===== config.mk =====
export PLATFORM = sky130hd
export DESIGN_NAME = sevenseg_scan_ctrl
export DESIGN_NICKNAME = d
export VERILOG_FILES = /design/src/rtl/sevenseg_scan_ctrl.sv
export SDC_FILE = /design/constraint.sdc
export NUM_CORES = 1
export LEC_CHECK = 0
export ABC_AREA = 1
export BUFFER_PORTS_ARGS = -buffer_cell sky130_fd_sc_hd__buf_2
export CAP_MARGIN = 20
export CORE_MARGIN = 2
export CORE_UTILIZATION = 60
export DETAILED_ROUTE_END_ITERATION = 8
export GPL_ROUTABILITY_DRIVEN = 0
export HOLD_SLACK_MARGIN = 0.05
export PLACE_DENSITY_LB_ADDON = 0.15
export SLEW_MARGIN = 20
export SYNTH_ARGS = -nofsm -noshare
export SYNTH_HDL_FRONTEND = slang
export SYNTH_SLANG_ARGS = --single-unit

===== constraint.sdc =====
create_clock -name clk -period 3 [get_ports clk]
set_input_delay 0.15 -clock clk [delete_from_list [all_inputs] [get_ports clk]]
set_output_delay 0.15 -clock clk [all_outputs]
set_load 0.05 [all_outputs]

===== src/rtl/sevenseg_scan_ctrl.sv =====
`default_nettype none
// ============================================================================
//  Module   : sevenseg_scan_ctrl
//  Function : Time-multiplexed scan controller for an NDIGITS common-anode
//             7-segment display. Feeds one shared decoder a nibble per digit
//             slot and enables the matching (active-low) anode. The displayed
//             value is double-buffered and only swapped at frame boundaries.
//  Options  : LEADING_ZERO_BLANK_EN - blank leading-zero digits (digit 0 is
//             always lit).
//  Revision : 1.0 - initial release
// ============================================================================
module sevenseg_scan_ctrl #(
    parameter int NDIGITS  = 4,
    parameter int PRESCALE = 1000,
    parameter int GUARD    = 2
) (
    input  logic                   clk,
    input  logic                   reset,
    input  logic                   load,
    input  logic [4*NDIGITS-1:0]   value,
    output logic [3:0]             data,
    output logic [NDIGITS-1:0]     anode,
    output logic                   pending,
    output logic                   frame_done
);

    localparam int c_CNT_W = (PRESCALE > 2) ? $clog2(PRESCALE) : 1;
    localparam int c_IDX_W = $clog2(NDIGITS);

    localparam logic [c_CNT_W-1:0] c_CNT_LAST = c_CNT_W'(PRESCALE - 1);
    localparam logic [c_IDX_W-1:0] c_IDX_LAST = c_IDX_W'(NDIGITS - 1);
    localparam logic [c_CNT_W-1:0] c_GUARD    = c_CNT_W'(GUARD);

    logic [c_CNT_W-1:0]   r_cnt;
    logic [c_IDX_W-1:0]   r_idx;
    logic [4*NDIGITS-1:0] r_shadow;
    logic [4*NDIGITS-1:0] r_disp;

    logic                 w_cnt_wrap;
    logic                 w_boundary;
    logic [c_CNT_W-1:0]   w_cnt_nxt;
    logic [c_IDX_W-1:0]   w_idx_nxt;
    logic [4*NDIGITS-1:0] w_disp_nxt;
    logic [3:0]           w_nib [NDIGITS];
    logic                 w_lit;
    logic [NDIGITS-1:0]   w_anode_nxt;

    assign w_cnt_wrap = (r_cnt == c_CNT_LAST);
    assign w_boundary = w_cnt_wrap && (r_idx == c_IDX_LAST);
    assign w_cnt_nxt  = w_cnt_wrap ? '0 : r_cnt + 1'b1;
    assign w_idx_nxt  = !w_cnt_wrap ? r_idx :
                        ((r_idx == c_IDX_LAST) ? '0 : r_idx + 1'b1);

    // A load on the boundary cycle goes straight to the display buffer;
    // otherwise the boundary promotes a pending shadow value.
    assign w_disp_nxt = !w_boundary ? r_disp :
                        (load ? value : (pending ? r_shadow : r_disp));

    // Outputs are computed from the next state so they line up with
    // (r_idx, r_cnt) without a cycle of lag.
    for (genvar g = 0; g < NDIGITS; g++) begin : g_nib
        assign w_nib[g] = w_disp_nxt[4*g +: 4];
    end

`ifdef LEADING_ZERO_BLANK_EN
    logic [NDIGITS-1:0] w_upper_zero;

    // w_upper_zero[i] is set when nibbles i..NDIGITS-1 of the next value are 0.
    always_comb begin
        logic v_acc;
        v_acc        = 1'b1;
        w_upper_zero = '0;
        for (int i = NDIGITS - 1; i >= 0; i--) begin
            v_acc           = v_acc && (w_nib[i] == 4'h0);
            w_upper_zero[i] = v_acc;
        end
    end

    assign w_lit = (w_idx_nxt == '0) || !w_upper_zero[w_idx_nxt];
`else
    assign w_lit = 1'b1;
`endif

    // One-hot-low anode for the next slot; all off during the guard window.
    always_comb begin
        w_anode_nxt = '1;
        if ((w_cnt_nxt >= c_GUARD) && w_lit) begin
            w_anode_nxt[w_idx_nxt] = 1'b0;
        end
    end

    // Scan state, double buffer and registered display outputs.
    always_ff @(posedge clk) begin
        if (reset) begin
            r_cnt      <= '0;
            r_idx      <= '0;
            r_shadow   <= '0;
            r_disp     <= '0;
            pending    <= 1'b0;
            frame_done <= 1'b0;
            data       <= 4'h0;
            anode      <= '1;
        end else begin
            r_cnt      <= w_cnt_nxt;
            r_idx      <= w_idx_nxt;
            r_disp     <= w_disp_nxt;
            if (load) begin
                r_shadow <= value;
            end
            if (load) begin
                pending <= !w_boundary;
            end else if (w_boundary) begin
                pending <= 1'b0;
            end
            frame_done <= w_boundary;
            data       <= w_nib[w_idx_nxt];
            anode      <= w_anode_nxt;
        end
    end

endmodule
`default_nettype wire


==> impl_metrics.toml, run 1 <==
[floorplanning]
die_area_sq_um = 5040
die_w_um = 71.0
coreArea_sq_um = 4320
boundaryPins = 29
die_h_um = 71.0
initial_utilization_pct = 62.2
rows = 24

[routing]
ant_nets = 0
num_vias = 2502
routed_via_density = 5.16
drt_wl_total_mm = 5.87
drcViolationCount = 0
dr.pass1.iters = 4
drt_iter0_markers = 103
detail_route.wl_per_cell_um = 12.1

[synth]
async_flop_share_pct = 0
syn_area_sq_um = 2690
synth_nets = 432
synth.avg_cell_area_sq_um = 6.55
synth_area_leaders = "dfxtp_1, nand2_1, a21oi_1"
yosysMostFrequentCell = "nand2_1"
yosysWarnings = 0
syn_inst = 411
ys_ff_latch = 54
yosys-top-cells-count = "nand2_1, dfxtp_1, a21oi_1, nor2_1, nand3_1"
synth_seq_area_share_pct = 40.2
synth-main-ff-cell = "dfxtp_1"
synth_top_area_cell = "dfxtp_1"
synth.top_cell.area_share_pct = 40.2
synth_edf_count = 0
yosysUniqueCellTypes = 25

[timing]
holdWs_ns = 0.103
fin_crit_sh_pct = 63.8
fin_tns_setup_ns = 0
setup_violations = 0
maxSlewHeadroom_pct = 41.3
hold_viol_final = 0
fmax_ghz = 0.523
worst_clock_skew_ns = 0.0114
rsz0062_at_grt = "no"
drv_slew = 0
fin_crit_ns = 1.91
worst_pin_slew_ns = 0.880
worst_slack_ns = 1.09

[global_routing]
antenna_found_initial = 0
grt_pass1_wl_mm = 10.1
grt_usage_pct = 24.7
grt_max_degree = 39
grt_overflow = 0
grt_pass1_vias = 2275

[cells_and_area]
final.fill_count = 400
multi_input_area_sq_um = 1460
diodes = 0
seq_area_sq_um = 1080
fin_nets = 453
drive_gt1_share_pct = 14.1
layout-area-overhead-vs-synth_pct = 10.6
final_util_pct = 68.8

[flow_run]
drv_cap = 0

[clocking]
cts_sinks = 54
cts_setup_buffers = 0
root_buffer = "clkbuf_8"
cts_resized = 0
htreeDepth = 2
cts_buffers = 5
clock_path_buffers = 2
path_clk_slew_ns = 0.10
cts_tree = "done"
ctsHoldBuffers = 0
clk_latency_ns = 0.31

[worst_setup_path]
start_kind = "flip-flop"
cp_max_fo = 16
cp.arrival_ns = 2.11
reg2reg_depth = 8
endpoint_kind = "flip-flop"
crit_required_ns = 3.20
crit_type = "flip-flop to flip-flop"

[pwr]
p_int_mw = 1.12
leakage_nw = 1.45
power_frac_comb_pct = 7.4
swShare_pct = 22.4
ir_drop_v = 0.000376
p_clk_share_pct = 41.1
power_mw = 1.45
pwr_density_cell_nw_per_um2 = 487
p_seq_share_pct = 51.4
power_switching_mw = 0.324

[hold_path]
hp-class = "input pin to flip-flop"
worst_hold_path.num_cells = 3

[place]
dp_slack_ns = 1.14
numPortBuffers = 28
post-dp-hpwl_mm = 4.12

[run_status]
status = "finished clean"
## power groups by stage
stage	combinational, mW	sequential, mW	clock (mW)
after floorplan	0.0689	0.769	0
after CTS	0.109	0.744	0.603
after global routing	0.121	0.746	0.629
after detailed placement	0.108	0.761	0
after global placement	0.105	0.760	0
final	0.108	0.744	0.596
## per-stage QoR
stage	std cells	instance area, sq um
CTS	485	2970
global placement	477	2830
floorplan	411	2690
finish	485	2970
global route	485	2970
detailed placement	477	2830
## worst paths after layout
kind,start,endpoint,slack [ns]
setup / recovery,r_idx[0],data[0],1.09
hold / removal,value[13],r_shadow[13],0.10
setup reg to reg,r_idx[0],data[0],1.09
hold reg to reg,r_shadow[14],r_shadow[14],0.47
## cells in the final DEF (no fill, tap or decap), drive strengths merged
cell / n
buf: 30
nor3: 1
xnor2: 1
bufinv: 2
inv: 19
nand3: 25
nand2: 211
o21ai: 2
clkbuf: 6
dfxtp: 54
nand4: 8
a21oi: 32
ha: 2
o21bai: 1
nor2: 38
o211ai: 1
## cell type report
class / instances / share of cell area (%)
clock buffers: 6 / 2.78
flip-flops and latches: 54 / 36.3
multi-input cells: 322 / 49.1
inverters: 19 / 2.40
well taps: 52 / 2.19
clock inverters: 2 / 2.02
repair buffers: 30 / 5.22
## kinds of logic after synthesis
logic type / count (synthesis) / synth area share (%)
compound gates: 36 / 6.88
xor+xnor: 1 / 0.326
fa+ha+maj: 2 / 0.930
buf+inv: 35 / 5.58
flops: 54 / 40.2
simple gates: 283 / 46.1
## sequential cells by signal, indices dropped and copies added (netlist names)
name and count:
r_shadow 16, pending 1, anode 4, r_disp 16, r_idx 2, data 4
r_cnt 10, frame_done 1
## critical path, stage by stage, from the launching register on
cell and delay (ns):
dfxtp_1 0.39, ha_1 0.50, nand4_4 0.34, nand2_1 0.17, nand2_1 0.07, nand2_1 0.09, nand2_1 0.08, nor2_1 0.10
nor2_1 0.05
## routing by layer
metal	GRT usage [%]	part of all wire [%]	up-vias
met4	7.76	1.6	0
met5	0	0	-
met1	30.1	46	1108
met3	4.56	3.8	10
met2	44.0	49	49
li1	-	-	1335
No activity file was read; power rests on OpenSTA's default activity.
==> inputs of run 2 (changes only) <==
Settings changed: CORE_UTILIZATION 60 to 52.
Clock period 3 ns to 1.6 ns, I/O delays scaled along.
==> run 2 against run 1 <==
  * The run now ends with setup timing left
  * Sequential power rose by 88%
  * First-iteration DRC count rose by 16%
  * Sequential share of layout area fell by 5.1 points
  * Clock power rose by 51%
  * Critical path depth rose by 2
  * Clock skew fell by 0.0028 ns
  * Routed wire length rose by 12%
==> impl_metrics.toml, run 2 (synthesis gave the netlist of run 1 again) <==
[run_status]
status = "complete, but fails checks"
violations = "setup timing"

[timing]
fin_crit_ns = 1.63
maxSlewHeadroom_pct = 75.1
worst_slack_ns = -0.0342
rsz0062_at_grt = "yes"
fin_tns_setup_ns = -0.0804
worst_pin_slew_ns = 0.374
worst_clock_skew_ns = 0.00862
fin_crit_sh_pct = 102
hold_viol_final = 0
setup_violations = 5
drv_slew = 0
fmax_ghz = 0.612
holdWs_ns = 0.0570

[cells_and_area]
seq_area_sq_um = 1090
final_cells = 540
final.fill_count = 435
diodes = 0
drive_gt1_share_pct = 26.2
final_common_cell = "nand2_1"
final_cell_mix = "nand2_1, dfxtp_1, a21oi_1"
fin_nets = 491
largestRegisters = "r_disp (16), r_shadow (16), r_cnt (10)"
multi_input_area_sq_um = 1610
layout-area-overhead-vs-synth_pct = 29.3

[global_routing]
grt_pass1_vias = 2460
grt_pass1_wl_mm = 10.8
grt_overflow = 0
grt_max_degree = 33
antenna_found_initial = 0
grt_usage_pct = 23.0

[worst_setup_path]
crit_required_ns = 1.85
cp_max_fo = 5
crit_type = "flip-flop to flip-flop"
path_cells = "ha_4, nand2_2, nor2_4, nand3_4, buf_4, nand3_2, nand2_1, nor2_2, nand3_4, nand3_1"
endpoint_kind = "flip-flop"
crit_path_frequent_cell = "nand3_4"
cpMaxStageDelayCell = "dfxtp_2"
cpPeakStageDelay_ns = 0.36
start_kind = "flip-flop"
cp.arrival_ns = 1.88

[pwr]
power_mw = 2.56
leakage_nw = 1.67
pwr_density_cell_nw_per_um2 = 737
p_seq_share_pct = 54.5
swShare_pct = 24.0
power_switching_mw = 0.616
p_int_mw = 1.95
power_frac_comb_pct = 10.4
p_clk_share_pct = 35.0
ir_drop_v = 0.000502

[place]
post-dp-hpwl_mm = 4.32
numPortBuffers = 28
dp_cells = 509

[floorplanning]
initial_utilization_pct = 53.3
die_w_um = 75.9
die_h_um = 75.9
die_area_sq_um = 5760
coreArea_sq_um = 5040
boundaryPins = 29
rows = 26

[clocking]
path_clk_slew_ns = 0.10
cts_sinks = 54
clk_latency_ns = 0.31
htreeDepth = 2
cts_tree = "done"
root_buffer = "clkbuf_8"
clock_path_buffers = 2
cts_buffers = 5

[routing]
drcViolationCount = 0
dr.pass1.iters = 4
num_vias = 2694
detail_route.wl_per_cell_um = 12.2
drt_wl_total_mm = 6.57
routed_via_density = 4.99
drt_iter0_markers = 119
ant_nets = 0

[hold_path]
hp-class = "input pin to flip-flop"

[flow_run]
drv_cap = 0
## run 2: cell count changes in the layout (fill, tap and decap cells not counted), sizes merged
cell	delta
nor2	+1
bufinv	-1
clkinvlp	+1
inv	-1
clkbuf	-1
clkinv	+1
buf	+23
dlygate4sd3	+14
## run 2: final cells by class
| class | count | area share [%] |
|---|---|---|
| clock buffer | 5 | 1.98 |
| clock inverter | 2 | 1.11 |
| inverter | 19 | 2.16 |
| multi-input combinational | 323 | 46.3 |
| sequential | 54 | 31.3 |
| tap | 70 | 2.52 |
| timing repair buffer | 67 | 14.6 |
## run 2: power by group through the flow
stage	Combinational, mW	Sequential, mW	Clock, mW
after floorplan	0.129	1.44	0
after global routing	0.299	1.40	0.972
after global placement	0.220	1.42	0
after detailed placement	0.222	1.43	0
after CTS	0.251	1.40	0.922
final	0.267	1.40	0.898
## run 2: worst max-delay path: cells and delay by family (launching register included)
kind,cells,cell delay (ns)
AND/OR/NAND/NOR,8,0.91
flip-flops,1,0.36
adder cells (fa/ha/maj),1,0.15
buffers and inverters,1,0.16
## run 2: worst paths after layout
check                                 start            to  slack [ns]  cells after the start
worst min-delay path              value[12]  r_shadow[12]        0.06                      3
worst max register to register     r_cnt[1]      anode[0]       -0.03                     10
worst max-delay path               r_cnt[1]      anode[0]       -0.03                     10
worst min register to register  r_shadow[6]   r_shadow[6]        0.46                      2
## run 2: repair_timing
item                                   in CTS  in global routing
setup buffers                               3                  6
pin swaps                                   6                 15
endpoints found under the hold margin      14                  0
hold buffers                               14                  0
cloned                                      0                  1
gates resized for setup                     9                 40
setup endpoints to repair                   8                  9
## run 2: metal layers
layer	track usage (%)	wire length, um	up-vias
met2	40.2	3280	65
met4	9.45	154	0
li1	-	-	1405
met5	0	0	-
met3	4.05	248	13
met1	27.9	2890	1211
## run 2: through the flow
stage | instance area [sq um] | setup slack [ns] | util (%)
2_1_floorplan | 2690 | 0.0223 | -
3_3_place_gp | 2970 | -0.0733 | 59.0
3_5_place_dp | 2970 | -0.106 | 59.0
4_1_cts | 3280 | 0.00296 | 65.0
5_1_grt | 3480 | -0.152 | 69.0
6_report | 3480 | -0.0342 | 69.0
==> inputs of run 3 (changes only) <==
Settings changed: BUFFER_PORTS_ARGS -buffer_cell sky130_fd_sc_hd__buf_2 to default, CORE_UTILIZATION 52 to 60, DONT_BUFFER_PORTS from default to 1, SETUP_SLACK_MARGIN from default to 0.3.
Clock period 1.6 ns to 1.77 ns, I/O delays scaled along.
==> run 3 against run 2 <==
  * The flow finishes with violations (hold timing)
  * Count of clock-buffer cells in the layout up 1
  * Critical path depth down 1
  * Clock power down 22%
  * First-iteration DRC count up 87%
  * Die area down 13%
  * Combinational power down 29%
  * Clock skew about the same
  * Cell area down 5.4%
  * Routed wire length up 4.4%
  * Critical path type unchanged
==> impl_metrics.toml, run 3 (synthesis gave the netlist of run 1 again) <==
[floorplanning]
rows = 24
initial_utilization_pct = 62.2
boundaryPins = 29
coreArea_sq_um = 4320
die_area_sq_um = 5040
die_w_um = 71.0
die_h_um = 71.0

[pwr]
p_seq_share_pct = 59.0
leakage_nw = 1.55
ir_drop_v = 0.000556
pwr_density_cell_nw_per_um2 = 657
power_mw = 2.16
power_frac_comb_pct = 8.8
swShare_pct = 25.4
p_int_mw = 1.61
p_clk_share_pct = 32.3
power_switching_mw = 0.549

[global_routing]
grt_pass1_wl_mm = 11.0
grt_usage_pct = 27.6
grt_max_degree = 51
grt_pass1_vias = 2459
grt_overflow = 0
antenna_found_initial = 0

[cells_and_area]
fin_nets = 458
layout-area-overhead-vs-synth_pct = 22.4
final_cell_mix = "nand2_1, dfxtp_1, a21oi_1"
final_util_pct = 76.2
final_cells = 490
final_common_cell = "nand2_1"
finish.instance_area_sq_um = 3290
largestRegisters = "r_disp (16), r_shadow (16), r_cnt (10)"
diodes = 0
drive_gt1_share_pct = 20.5

[flow_run]
drv_cap = 0

[timing]
drv_slew = 0
fin_tns_setup_ns = 0
hold_viol_final = 33
worst_pin_slew_ns = 0.525
maxSlewHeadroom_pct = 65.0
fin_crit_sh_pct = 94.0
setup_violations = 0
rsz0062_at_grt = "yes"
worst_clock_skew_ns = 0.00871
holdWs_ns = -0.169
worst_slack_ns = 0.106
fmax_ghz = 0.601
fin_crit_ns = 1.66

[worst_setup_path]
start_kind = "flip-flop"
cp_max_fo = 5
crit_type = "flip-flop to flip-flop"
cp.arrival_ns = 1.92
crit_required_ns = 2.02
endpoint_kind = "flip-flop"

[routing]
drcViolationCount = 0
num_vias = 2690
drt_iter0_markers = 223
detail_route.wl_per_cell_um = 14.0
drt_wl_total_mm = 6.86
routed_via_density = 5.49
ant_nets = 0
dr.pass1.iters = 4

[clocking]
cts_sinks = 54
root_buffer = "clkbuf_8"
cts_buffers = 5
path_clk_slew_ns = 0.10
htreeDepth = 2
clk_latency_ns = 0.32
cts_tree = "done"
ctsHoldBuffers = 18
clock_path_buffers = 2

[run_status]
status = "complete, but fails checks"
violations = "hold timing"

[hold_path]
hp-class = "input pin to flip-flop"

[place]
numPortBuffers = 0
post-dp-hpwl_mm = 3.99
placed_area_sq_um = 2750
dp_slack_ns = 0.150
dp_cells = 451
==> run 3: metal layers <==
metal,track usage (%),vias to the layer above,routed length [um]
met4,9.01,0,270
met2,47.6,79,3380
met3,6.13,30,344
met5,0,-,0
li1,-,1349,-
met1,34.2,1232,2860
==> run 3: final cells by class <==
type	count	area (sq um)
Multi-Input combinational cell	324	1620
Sequential cell	54	1100
Fill cell	337	1030
Timing Repair Buffer	33	355
Inverter	19	73.8
Clock buffer	6	72.6
Tap cell	52	65.1
Clock inverter	2	13.8
==> run 3: what timing repair did <==
item / in CTS / in global routing
cloned: 1 / 1
hold endpoints to repair: 54 / 33
setup endpoints to repair: 8 / 21
gates resized for setup: 15 / 32
setup buffers: 7 / 4
pin swaps: 13 / 14
==> run 3: power groups by stage <==
stage	combinational, mW	clock, mW	sequential [mW]
after floorplan	0.120	0	1.31
after global placement	0.133	0	1.30
after detailed placement	0.138	0	1.30
after CTS	0.182	0.699	1.27
after global routing	0.214	0.758	1.28
final	0.190	0.697	1.28
==> run 3: worst paths after layout <==
| kind | cells after the start | slack (ns) | start | endpoint |
|---|---|---|---|---|
| setup / recovery | 9 | 0.11 | r_cnt[8] | anode[2] |
| hold / removal | 1 | -0.17 | reset | r_disp[8] |
| setup reg to reg | 9 | 0.11 | r_cnt[8] | anode[2] |
| hold reg to reg | 2 | 0.49 | r_disp[1] | r_disp[1] |
==> run 3: critical path: stages (launching register included) <==
cell	delay [ns]
dfxtp_1	0.45
nand2_4	0.15
nor2_4	0.16
nand3_4	0.11
buf_4	0.17
nand3_1	0.09
nand2_1	0.08
nor2_2	0.16
nand3_2	0.12
nand3_1	0.11
